## src/rtl/stopwatch_sequencer.sv

```systemverilog
// Stopwatch front-end: button synchronize/debounce plus run-control FSM.
// Optional auto-stop on datapath max is enabled by defining STOPWATCH_AUTO_STOP_EN.
//
// state | meaning
// IDLE  | cleared, not counting
// RUN   | counting, display live
// LAP   | counting, display frozen
// STOP  | halted, display live
module stopwatch_sequencer #(
   parameter int DB_CYCLES = 2,
   parameter int LAP_MAX   = 9
) (
   input  logic       clk_100hz,
   input  logic       rst,
   input  logic       btn_start,
   input  logic       btn_lap,
   input  logic       at_max,
   output logic       sw_en,
   output logic       pause,
   output logic       clear,
   output logic [1:0] state,
   output logic [3:0] lap_cnt,
   output logic       overflow
);

   typedef enum logic [1:0] {
      IDLE = 2'd0,
      RUN  = 2'd1,
      LAP  = 2'd2,
      STOP = 2'd3
   } state_t;

   localparam logic [3:0] DB_LAST = 4'(DB_CYCLES - 1);
   localparam logic [3:0] LAP_TOP = 4'(LAP_MAX);

   // bit 0 = start/stop button, bit 1 = lap/reset button
   logic [1:0] sync1_q, sync1_d;
   logic [1:0] sync2_q, sync2_d;
   logic [1:0] db_q, db_d;
   logic [1:0] db_prev_q, db_prev_d;
   logic [3:0] cnt_q [2];
   logic [3:0] cnt_d [2];
   logic [1:0] evt;
   logic       start_evt;
   logic       lap_evt;

   state_t     state_q, state_d;
   logic       sw_en_q, sw_en_d;
   logic       pause_q, pause_d;
   logic       clear_q, clear_d;
   logic [3:0] lap_cnt_q, lap_cnt_d;
   logic       auto_stop;
   logic       start_blocked;

   always_comb begin
      sync1_d   = {btn_lap, btn_start};
      sync2_d   = sync1_q;
      db_prev_d = db_q;
      db_d      = db_q;
      for (int i = 0; i < 2; i++) begin
         cnt_d[i] = 4'd0;
         if (sync2_q[i] != db_q[i]) begin
            if (cnt_q[i] == DB_LAST) begin
               db_d[i] = sync2_q[i];
            end else begin
               cnt_d[i] = cnt_q[i] + 4'd1;
            end
         end
      end
   end

   assign evt       = db_q & ~db_prev_q;
   assign start_evt = evt[0];
   assign lap_evt   = evt[1];

   always_ff @(posedge clk_100hz or posedge rst) begin
      if (rst) begin
         sync1_q   <= 2'b00;
         sync2_q   <= 2'b00;
         db_q      <= 2'b00;
         db_prev_q <= 2'b00;
         cnt_q[0]  <= 4'd0;
         cnt_q[1]  <= 4'd0;
      end else begin
         sync1_q   <= sync1_d;
         sync2_q   <= sync2_d;
         db_q      <= db_d;
         db_prev_q <= db_prev_d;
         cnt_q[0]  <= cnt_d[0];
         cnt_q[1]  <= cnt_d[1];
      end
   end

`ifdef STOPWATCH_AUTO_STOP_EN
   logic overflow_q, overflow_d;

   assign auto_stop     = at_max && ((state_q == RUN) || (state_q == LAP));
   assign start_blocked = overflow_q;
   assign overflow      = overflow_q;

   always_ff @(posedge clk_100hz or posedge rst) begin
      if (rst) overflow_q <= 1'b0;
      else     overflow_q <= overflow_d;
   end
`else
   logic unused_at_max;

   assign unused_at_max = at_max;
   assign auto_stop     = 1'b0;
   assign start_blocked = 1'b0;
   assign overflow      = 1'b0;
`endif

   always_comb begin
      state_d   = state_q;
      lap_cnt_d = lap_cnt_q;
      clear_d   = 1'b0;
`ifdef STOPWATCH_AUTO_STOP_EN
      overflow_d = overflow_q;
`endif
      case (state_q)
         IDLE: begin
            if (start_evt) begin
               state_d = RUN;
            end else if (lap_evt) begin
               clear_d   = 1'b1;
               lap_cnt_d = 4'd0;
            end
         end
         RUN: begin
            if (auto_stop) begin
               state_d = STOP;
`ifdef STOPWATCH_AUTO_STOP_EN
               overflow_d = 1'b1;
`endif
            end else if (start_evt) begin
               state_d = STOP;
            end else if (lap_evt) begin
               state_d   = LAP;
               lap_cnt_d = (lap_cnt_q >= LAP_TOP) ? lap_cnt_q : lap_cnt_q + 4'd1;
            end
         end
         LAP: begin
            if (auto_stop) begin
               state_d = STOP;
`ifdef STOPWATCH_AUTO_STOP_EN
               overflow_d = 1'b1;
`endif
            end else if (start_evt) begin
               state_d = STOP;
            end else if (lap_evt) begin
               state_d = RUN;
            end
         end
         STOP: begin
            // after an auto-stop only the clear path may leave STOP
            if (start_evt && !start_blocked) begin
               state_d = RUN;
            end else if (lap_evt) begin
               state_d   = IDLE;
               clear_d   = 1'b1;
               lap_cnt_d = 4'd0;
`ifdef STOPWATCH_AUTO_STOP_EN
               overflow_d = 1'b0;
`endif
            end
         end
         default: state_d = IDLE;
      endcase
      sw_en_d = (state_d == RUN) || (state_d == LAP);
      pause_d = (state_d == LAP);
   end

   always_ff @(posedge clk_100hz or posedge rst) begin
      if (rst) begin
         state_q   <= IDLE;
         sw_en_q   <= 1'b0;
         pause_q   <= 1'b0;
         clear_q   <= 1'b0;
         lap_cnt_q <= 4'd0;
      end else begin
         state_q   <= state_d;
         sw_en_q   <= sw_en_d;
         pause_q   <= pause_d;
         clear_q   <= clear_d;
         lap_cnt_q <= lap_cnt_d;
      end
   end

   assign state   = state_q;
   assign sw_en   = sw_en_q;
   assign pause   = pause_q;
   assign clear   = clear_q;
   assign lap_cnt = lap_cnt_q;

endmodule

```

## config.mk

```make
export PLATFORM = sky130hd
export DESIGN_NAME = stopwatch_sequencer
export DESIGN_NICKNAME = d
export VERILOG_FILES = /design/src/rtl/stopwatch_sequencer.sv
export SDC_FILE = /design/constraint.sdc
export NUM_CORES = 1
export LEC_CHECK = 0
export CORE_ASPECT_RATIO = 1.75
export CORE_MARGIN = 8
export CORE_UTILIZATION = 30
export DETAILED_ROUTE_END_ITERATION = 10
export HOLD_SLACK_MARGIN = 0.05
export PLACE_DENSITY = 0.5
export SYNTH_ARGS = -nofsm -noshare
export SYNTH_HDL_FRONTEND = slang
export SYNTH_SLANG_ARGS = --single-unit
```

## constraint.sdc

```tcl
create_clock -name clk_100hz -period 4.9 [get_ports clk_100hz]
set_input_delay 0.49 -clock clk_100hz [delete_from_list [all_inputs] [get_ports clk_100hz]]
set_output_delay 0.49 -clock clk_100hz [all_outputs]
set_load 0.005 [all_outputs]
```

## Word level (Yosys, flattened, before mapping)

Index checks and enable logic that the tools add are counted.

- Bits in registers: 25
- Input port bits: 5
- Output and inout bits: 10
- Word-level logic and storage cells: 60

- $add $sub $neg: 3
- Order comparisons: 1
- Eq/ne operators: 14
- Mux-type cells: 21
- Bitwise logic cells: 2
- Reductions and logical operators: 7

Operators by type and width:

| operator | count |
|---|---|
| 2-to-1 mux 4 bit | 9 |
| 2-to-1 mux 2 bit | 7 |
| adder 4 x 1 -> 4 bit, second input constant | 3 |
| equality test 4 x 1 -> 1 bit, second input constant | 2 |
| inequality test 2 bit, second input constant | 4 |
| one-hot mux 2 bit (4 select lines) | 1 |
| one-hot mux 4 bit (2 select lines) | 1 |
| equality test 2 bit, second input constant | 3 |
| AND reduction 6 bit | 1 |
| equality test 2 x 1 -> 1 bit, second input constant | 2 |
| >= comparator 4 bit, second input constant | 1 |
| AND reduction 2 bit | 2 |
| 2-to-1 mux 1 bit | 3 |
| AND 2 bit | 1 |
| logical NOT 2 bit | 1 |
| inequality test 1 bit | 2 |
| inequality test 2 x 1 -> 1 bit, second input constant | 1 |
| NOT 2 bit | 1 |
| nonzero test 2 bit | 1 |
| OR reduction 2 bit | 1 |
| logical OR 1 bit | 1 |

## Logic depth before layout (Yosys ltp)

Gate-level depths: netlist (run 1).

- Word-level depth: 7
- Depth in mapped cells: 9
- Depth with buffers taken out: 8

## Worst setup path after synthesis (run 1)

OpenSTA, ideal clock, no wires.

- Kind: register to register
- Start point: register state_q[1], in the netlist state[1]
- End point: register sw_en_q, in the netlist sw_en
- Library setup time: 0.063 ns
- Data arrival time: 1.529 ns
- Data required time: 4.837 ns
- Slack: 3.308 ns
- Stages on the path, launching flop included: 10
- Buffers on the path: 1
- Period minus slack after synthesis: 1.592 ns
- Cell sequence: dfrtp_1 > inv_1 > ha_1 > buf_4 > nor2_1 > a21oi_2 > o31ai_2 > and2_1 > ha_1 > inv_1

- Cells in the longest elaborated chain, start to end: 5
- Elaborated cells between the ends (all ways): 15
- Those cells by class: eq/ne (5); mux (8); reduce/logical (2)

Ends and longest elaborated chain:

| element | line | text |
|---|---|---|
| from (decl) | 47 | `state_t state_q, state_d;` |
| from (signal assigned) | 182 | `state_q <= state_d;` |
| 2-to-1 mux 2 bit, on equally long branches | 159, 138, 151 |  |
| 2-to-1 mux 2 bit, on equally long branches | 157, 136, 149 |  |
| one-hot mux 2 bit (4 select lines) (*) | 121 | `case (state_q)` |
| equality test 2 x 1 -> 1 bit / equality test 2 bit (equally long branches) | 170 | `sw_en_d = (state_d == RUN) \|\| (state_d == LAP);` |
| logical OR 1 bit (*) | 170 |  |
| via sw_en_d | 48 | `logic sw_en_q, sw_en_d;` |
| to (signal assigned) | 183 | `sw_en_q <= sw_en_d;` |
| to (decl) | 48 |  |

The timed path passes the listed nets; every way through them passes the cells marked *.
A chain may end at the register's enable or synchronous reset.

## Worst setup path in the final report (run 1)

- Start point: register lap_cnt_q[0], in the netlist lap_cnt[0]
- End point: output lap_cnt[0]

RTL lines:

| element | line | text |
|---|---|---|
| from (decl) | 51 | `logic [3:0] lap_cnt_q, lap_cnt_d;` |
| from (signal assigned) | 186 | `lap_cnt_q <= lap_cnt_d;` |
| to (decl) | 22 | `output logic [3:0] lap_cnt,` |

No word-level cell between the ends.

==> summary.txt, run 1 <==
Status
  • Status: complete, no violations

Clocking
  • CTS sink count: 25
  • Root Buffer: clkbuf_8
  • Hold-fix buffers, CTS: 0
  • Clk buf depth: 2
  • Post-CTS setup buffers: 0
  • # resized after CTS: 0
  • CTS tree: yes
  • Clock latency at the later pin of the worst-skew pair: 0.26 ns
  • H-tree depth: 1
  • Reg clk slew, reported paths: 0.09 ns
  • CTS buffer count: 3

Cells and area
  • Filler cell count in the final layout: ~400
  • Nets: about 140
  • Syn-to-layout area delta: 16.8%
  • Multi-input gate area: between 500 and 600 um^2
  • Storage cell area: 626 um^2
  • Commonest non-fill, non-tap cell in the layout: dfrtp_1
  • Most frequent cells in the layout: 25 x dfrtp_1, 14 x nor2_1, 12 x ha_1, 12 x clkdlybuf4s50_1, 11 x nand2_1
  • Antenna cells: 0
  • Layout cell share with drive strength beyond 1: 9.60%
  • Fin cells: 173
  • Final Util: approximately 36%

STA
  • TNS Setup: 0 ns
  • Period minus WS final: 1.78 ns
  • Max Slew Vio Count: 0
  • RSZ-0062 raised after global routing: no
  • Worst slew pin tran: between 0.9 and 1 ns
  • Max transition margin: 37.1%
  • Hold Vio Cnt, Final: 0
  • Hold_ws: 0.356 ns
  • Final critical-path share of the clock period: a little over a third
  • Max frequency: 562 MHz
  • Final Setup Violations: 0
  • Clk_skew: roughly 0.0043 ns

Drt
  • Antenna-violating nets left: 0
  • 1st-iter DRT viols: 22
  • Vias: about 770
  • First-pass iteration count of the detailed router: 2
  • Via density: 4.46
  • DRC Markers: 0
  • Avg WL per Cell: around 11 um
  • Routed WL: approximately 1.9 mm

Floorplanning
  • Core area: 0.00387 mm^2
  • Site Rows: 30
  • # IOs: 15
  • Starting density of the core: a little under a third
  • DIE WIDTH: 64.0 um
  • Die footprint: 0.00639 mm^2
  • Chip Height: 99.9 um

Logic synthesis
  • Mapped cell area: approximately 0.0012 mm^2
  • Yosys cell types: 28
  • Post-synth ARST share: 100%
  • Synth Register Bits: 25
  • Synth warnings: 0
  • Cells after synthesis: 112
  • Number of synthesized flops with an enable pin: 0
  • Syn_nets: 129
  • Syn avg cell area: 10.8 um^2
  • Most used DFF post-synth: dfrtp_1
  • Sequential share of the synthesized area: between 50% and 60%

Global routing
  • GR met1 Demand/Resource: 6.22%
  • Overall Global Routing Usage: roughly 6.6%
  • First-pass GRT wire length: approximately 3.5 mm
  • Initial antenna violation count: 0
  • GRT met2 Usage: 12.7%
  • GR Layer Usage met3: approximately 1.8%
  • Largest net degree at the start of global routing: 26
  • Global route overflow: 0
  • Gr busiest metal: met2
  • Vias in the first global route: 836

Worst setup path
  • Cells along the critical path: clkdlybuf4s50_1
  • CP Launch Type: register
  • Crit end category: output port
  • Worst Path Arrival: 1.29 ns
  • Critical path's largest stage delay: between 0.5 and 0.6 ns
  • CP required: 4.41 ns
  • CP Buf/Inv Count: 1
  • Family with the most delay on the worst path: buffers and inverters
  • WS Path Type: reg2out
  • Crit Path Max Fanout: 7
  • Slowest stage cell, crit path: clkdlybuf4s50_1

Power
  • Max IR drop VDD: roughly 0.00028 V
  • PwrDens: between 500 and 600 mW/mm^2
  • Leakage power total: between 0.6 and 0.7 nW

Flow run
  • Maximum Capacitance Violations: 0

Placed design
  • DPL Wire Length: 1.55 mm
  • Dpl cells: 169
  • Gpl congestion: 0.734
  • IO Port Bufs: 12

Min path
  • Hold crit path type: reg2reg
## synthesized netlist by cell type, types with 2 or more instances
master | n | area share, %
dfrtp_1 | 25 | 52
nor2_1 | 14 | 4.4
ha_1 | 12 | 12
nand2_1 | 11 | 3.4
inv_1 | 10 | 3.1
a21oi_1 | 6 | 2.5
xor2_1 | 4 | 2.9
nand3_1 | 3 | 1.2
o21ai_0 | 3 | 1.2
buf_4 | 2 | 1.2
mux2_2 | 2 | 1.9
nand2b_1 | 2 | 1.0
o31ai_1 | 2 | 1.2
xnor2_1 | 2 | 1.5
## metrics by stage
step                power (mW)  worst slack, ns  instance area (um^2)
floorplan                0.584             3.31                  1210
global placement         0.679             3.20                  1360
finish                   0.797             3.12                  1410
global route             0.878             3.05                  1410
CTS                      0.814             3.09                  1410
detailed placement       0.690             3.17                  1360
## final timing paths
check                                       endpoint  cells after the start  slack [ns]                   start
worst max register to register       sw_en$_DFF_PP0_                      8        3.19      state[1]$_DFF_PP0_
worst min-delay path            sync2_q[1]$_DFF_PP0_                      0        0.36    sync1_q[1]$_DFF_PP0_
worst min register to register  sync2_q[1]$_DFF_PP0_                      0        0.36    sync1_q[1]$_DFF_PP0_
worst max-delay path                      lap_cnt[0]                      1        3.12  lap_cnt[0]$_DFFE_PP0P_
max in group asynchronous         cnt_q[5]$_DFF_PP0_                      2        3.59                     rst
min in group asynchronous       sync2_q[0]$_DFF_PP0_                      2        0.74                     rst
## logic make-up (layout without fill, tap and decap cells)
logic type | after synthesis | after routing | share of synthesized area, %
mux | 2 | 2 | 1.87
fa+ha+maj | 12 | 12 | 12.4
other cells | 1 | 1 | 0.311
simple gates | 36 | 36 | 14.2
xor+xnor | 6 | 6 | 4.35
compound gates | 17 | 17 | 9.74
buf+inv | 13 | 26 | 5.28
flops | 25 | 25 | 51.8
## layer usage
metal	vias up	routed length, um
met3	2	76
met4	0	21
met5	-	0
li1	388	-
met2	8	1070
met1	373	780
## power by group
group	leakage (nW)	internal (mW)	total (mW)	switching (mW)
Clock	0.0217	0.0575	0.122	0.0648
Combinational	0.296	0.170	0.349	0.180
Sequential	0.320	0.271	0.325	0.0546
Total	0.637	0.498	0.797	0.299
## final cells by class
cell class                 count  area share [%]
clock buffer                   3            2.93
clock inverter                 1           0.532
inverter                      10            2.66
multi-input combinational     74            36.7
sequential                    25            44.4
tap                           48            4.26
timing repair buffer          12            8.52
## state kept, by name (all words and copies together) (netlist names)
name       flops
sync2_q        2
sync1_q        2
db_prev_d      2
pause          1
db_prev_q      2
clear          1
state          2
lap_cnt        4
sw_en          1
cnt_q          8
Note: power is estimated with default switching activity, not from simulation.
==> run 2: changes to the inputs <==
Clock period 4.9 ns to 1.8 ns, I/O delays scaled along.
==> summary.txt, run 2 (synthesized netlist as in run 1, its figures left out) <==
Power
  • PwrDens: 1540 mW/mm^2
  • Leakage power total: 0.651 nW
  • Max IR drop VDD: 0.000741 V

Min path
  • Hold crit path type: in2async

Cells and area
  • Most flops, register: cnt_q
  • Commonest non-fill, non-tap cell in the layout: dfrtp_1
  • Layout cell share with drive strength beyond 1: 11.0%
  • Syn-to-layout area delta: 17.8%
  • Max reg flops: 8
  • Antenna cells: 0
  • Most frequent cells in the layout: 25 x dfrtp_1, 14 x nor2_1, 12 x ha_1, 12 x clkdlybuf4s50_1, 11 x nand2_1
  • Final instance area: 0.00142 mm^2
  • Nets: 145

Global routing
  • Initial antenna violation count: 0
  • Vias in the first global route: 827
  • GR met1 Demand/Resource: 5.41%
  • Largest net degree at the start of global routing: 26
  • GRT met2 Usage: 13.1%
  • Global route overflow: 0
  • Overall Global Routing Usage: 6.63%
  • First-pass GRT wire length: 3.39 mm
  • Gr busiest metal: met2
  • GR Layer Usage met3: 1.90%

STA
  • Final setup margin: 0.153 ns
  • Final Setup Violations: 0
  • RSZ-0062 raised after global routing: no
  • Hold Vio Cnt, Final: 0
  • Max frequency: slightly above 600 MHz
  • Clk_skew: 0.000899 ns
  • Period minus WS final: 1.65 ns
  • Max Slew Vio Count: 0
  • TNS Setup: 0 ns
  • Final critical-path share of the clock period: 91.5%

Clocking
  • Reg clk slew, reported paths: approximately 0.08 ns
  • Post-CTS setup buffers: 0
  • # resized after CTS: 0
  • Clk buf depth: 2
  • Hold-fix buffers, CTS: 0
  • CTS buffer count: 3
  • Root Buffer: clkbuf_8
  • H-tree depth: 1
  • CTS sink count: 25
  • Clock latency at the later pin of the worst-skew pair: between 0.2 and 0.3 ns
  • CTS tree: yes

Drt
  • Antenna-violating nets left: 0
  • Routed WL: 2.02 mm
  • Avg WL per Cell: 11.5 um
  • 1st-iter DRT viols: 12
  • Via density: approximately 4.6
  • DRC Markers: 0
  • First-pass iteration count of the detailed router: 4
  • Vias: between 800 and 900

Worst setup path
  • Worst Path Arrival: between 1.5 and 2 ns
  • CP Launch Type: register
  • Worst reg2reg path depth: 7
  • WS Path Type: reg2reg
  • R2R Path End: sw_en$_DFF_PP0_
  • Crit Path Max Fanout: 5
  • Reg-to-reg critical path startpoint: state[0]$_DFF_PP0_
  • CP required: 1.97 ns
  • R2r setup slk: 0.15 ns
  • Crit end category: register

Placed design
  • DPL Wire Length: 1.59 mm
  • DP Area: between 0.001 and 0.0015 mm^2
  • Post-Place Setup Slack: 0.164 ns
  • IO Port Bufs: 12
  • Gpl congestion: 0.751

Floorplanning
  • # IOs: 15
  • Die footprint: 0.00639 mm^2
  • Chip Height: 99.9 um
  • DIE WIDTH: 64.0 um
  • Core area: 0.00387 mm^2
  • Starting density of the core: 31.2%
  • Site Rows: 30

Flow run
  • Maximum Capacitance Violations: 0

Status
  • Status: complete, no violations
run 2: stage by stage:
stage	power [mW]	util, %	hold WS (ns)	cells
floorplan	1.59	-	0.207	112
global placement	1.87	35.6	0.332	171
CTS	2.24	36.8	0.273	175
finish	2.19	36.8	0.264	175
detailed placement	1.90	35.6	0.336	171
global route	2.39	36.8	0.293	175
run 2: area by class of cell:
cell class | count | area [um^2]
sequential | 25 | 626
fill | 401 | 2440
inverter | 10 | 37.5
clock buffer | 3 | 41.3
multi-input combinational | 74 | 518
tap | 48 | 60.1
clock inverter | 1 | 5.00
timing repair buffer | 14 | 135
run 2: how the worst max path moves through the flow:
stage | cells past startpoint | start | slack [ns] | end
after floorplan | 9 | state[1]$_DFF_PP0_ | 0.21 | sw_en$_DFF_PP0_
after global placement | 7 | state[1]$_DFF_PP0_ | 0.19 | sw_en$_DFF_PP0_
after detailed placement | 7 | state[1]$_DFF_PP0_ | 0.16 | sw_en$_DFF_PP0_
after CTS | 7 | state[0]$_DFF_PP0_ | 0.15 | sw_en$_DFF_PP0_
after global routing | 7 | state[0]$_DFF_PP0_ | 0.02 | sw_en$_DFF_PP0_
final | 7 | state[0]$_DFF_PP0_ | 0.15 | sw_en$_DFF_PP0_
run 2: report_power, final:
part,switching (mW),internal [mW],total [mW]
logic,0.508,0.477,0.985
registers,0.147,0.737,0.884
clock network,0.167,0.154,0.322
run 2: routing by layer:
metal  up-vias  wire, um  share of wire [%]
met5         -         0                  0
met4         0        21                1.0
met3         2        80                4.0
met2        10      1150                 57
met1       403       765                 38
li1        392         -                  -
run 2: critical path: stages, from the launching register on:
cell and delay [ns]:
dfrtp_1 0.40, inv_1 0.10, ha_1 0.27, o21a_1 0.21, o22ai_1 0.16, a21oi_1 0.11, ha_1 0.28, inv_1 0.03
==> run 3: changes to the inputs <==
Settings changed: GPL_TIMING_DRIVEN set to 0.
==> summary.txt, run 3 (synthesized netlist as in run 1, its figures left out) <==
Drt
  • Routed WL: 2.03 mm
  • DRC Markers: 0
  • 1st-iter DRT viols: 12
  • First-pass iteration count of the detailed router: 2
  • Via density: 4.48
  • Vias: roughly 800
  • Antenna-violating nets left: 0
  • Avg WL per Cell: between 10 and 15 um

Worst setup path
  • R2r setup slk: 0.09 ns
  • Worst Path Arrival: roughly 1.9 ns
  • Reg-to-reg critical path startpoint: state[1]$_DFF_PP0_
  • Crit Path Max Fanout: 8
  • CP required: 2.01 ns
  • CP Launch Type: register
  • Crit end category: register
  • R2R Path End: sw_en$_DFF_PP0_
  • WS Path Type: reg2reg
  • Worst setup startpoint: state[1]$_DFF_PP0_
  • Worst reg2reg path depth: 9

Floorplanning
  • Site Rows: 30
  • Starting density of the core: between 30% and 40%
  • # IOs: 15
  • Core area: 0.00387 mm^2
  • Die footprint: 0.00639 mm^2
  • DIE WIDTH: 64.0 um
  • Chip Height: between 90 and 100 um

STA
  • Final critical-path share of the clock period: 94.9%
  • Max frequency: 585 MHz
  • Hold Vio Cnt, Final: 0
  • RSZ-0062 raised after global routing: no
  • TNS Setup: 0 ns
  • Max transition margin: 39.4%
  • Max Slew Vio Count: 0
  • Final setup margin: 0.0916 ns
  • Period minus WS final: 1.71 ns
  • Worst slew pin tran: 0.908 ns
  • Hold_ws: 0.344 ns
  • Clk_skew: 0.00339 ns
  • Final Setup Violations: 0

Placed design
  • IO Port Bufs: 12
  • Dpl cells: 172
  • Post-Place Setup Slack: 0.0809 ns
  • DP Area: 0.00139 mm^2
  • DPL Wire Length: 1.60 mm
  • Gpl congestion: 0.711

Global routing
  • First-pass GRT wire length: 3.62 mm
  • Initial antenna violation count: 0
  • Overall Global Routing Usage: 7.07%
  • Vias in the first global route: 860
  • Global route overflow: 0
  • Largest net degree at the start of global routing: 26

Clocking
  • Clk buf depth: 2
  • Reg clk slew, reported paths: 0.09 ns
  • H-tree depth: 1
  • Hold-fix buffers, CTS: 0
  • CTS tree: yes
  • Root Buffer: clkbuf_8
  • Clock latency at the later pin of the worst-skew pair: 0.26 ns
  • CTS sink count: 25
  • CTS buffer count: 3

Power
  • Max IR drop VDD: 0.000778 V
  • Pwr Total: 2.28 mW
  • PwrDens: ~1600 mW/mm^2
  • Leakage power total: 0.662 nW
  • P_int: about 1.4 mW
  • Net Sw Frac: 37.4%
  • Combinational Power Share: 46.9%
  • Clock power share: 14.4%
  • Part of the power in registers: 38.7%
  • P_sw: roughly 850 uW

Cells and area
  • Layout cell share with drive strength beyond 1: 14.0%
  • Final instance area: 0.00146 mm^2
  • Syn-to-layout area delta: 20.5%
  • Commonest non-fill, non-tap cell in the layout: dfrtp_1
  • Fin cells: 177
  • Max reg flops: 8
  • Antenna cells: 0
  • Most frequent cells in the layout: 25 x dfrtp_1, 13 x nor2_1, 12 x ha_1, 12 x clkdlybuf4s50_1, 11 x nand2_1
  • Final Util: 37.6%
  • Most flops, register: cnt_q
  • Nets: 147

Status
  • Status: complete, no violations

Flow run
  • Maximum Capacitance Violations: 0

Min path
  • Worst Hold Path Cells: 1
  • Worst hold path endpoint: sync1_q[0]$_DFF_PP0_
  • Hold crit path type: in2reg
  • Min-delay src: btn_start
## run 3: changes by cell type in the layout (fill, tap and decap cells not counted)
cell,change
buf_6,+2
nor2_4,+1
clkinvlp_4,+1
inv_2,+1
clkinv_2,-1
nor2_1,-1
inv_1,-1
## run 3: power groups by stage
stage | registers, mW | logic [mW] | clock network, mW
detailed placement | 0.903 | 1.04 | 0
finish | 0.882 | 1.07 | 0.328
global placement | 0.887 | 1.00 | 0
floorplan | 0.874 | 0.716 | 0
global route | 0.916 | 1.22 | 0.366
CTS | 0.890 | 1.04 | 0.350
## run 3: critical path, stage by stage, from the launching register on
cell and delay, ns:
dfrtp_1 0.43, inv_2 0.06, ha_1 0.18, buf_6 0.14, nor2_4 0.10, a21oi_2 0.04
o31ai_2 0.26, and2_1 0.16, ha_1 0.23, inv_1 0.05
## run 3: repair_timing
item                                    in CTS  in global routing
resized for setup                            0                  4
endpoints found under the setup margin       0                  1
setup buffers                                0                  1
## run 3: layout make-up
type | instances | area (um^2)
fill | 396 | 2410
sequential | 25 | 626
multi-input combinational | 74 | 526
timing repair buffer | 13 | 128
tap | 48 | 60.1
clock buffer | 3 | 41.3
inverter | 10 | 37.5
buffer | 3 | 30.0
clock inverter | 1 | 7.51
## run 3: metal layers
| metal | track usage, % | part of all wire (%) | vias up |
|---|---|---|---|
| li1 | - | - | 395 |
| met1 | 5.88 | 36 | 386 |
| met2 | 13.8 | 58 | 10 |
| met3 | 1.90 | 4.0 | 2 |
| met4 | 4.66 | 1.4 | 0 |
| met5 | 0 | 0 | - |
## run 3: worst max path at each step
stage                            endpoint  slack [ns]  cells after the start
after global placement    sw_en$_DFF_PP0_        0.10                      9
after detailed placement  sw_en$_DFF_PP0_        0.08                      9
after global routing      sw_en$_DFF_PP0_        0.01                      9
final                     sw_en$_DFF_PP0_        0.09                      9
after floorplan           sw_en$_DFF_PP0_        0.21                      9
after CTS                 sw_en$_DFF_PP0_        0.06                      9
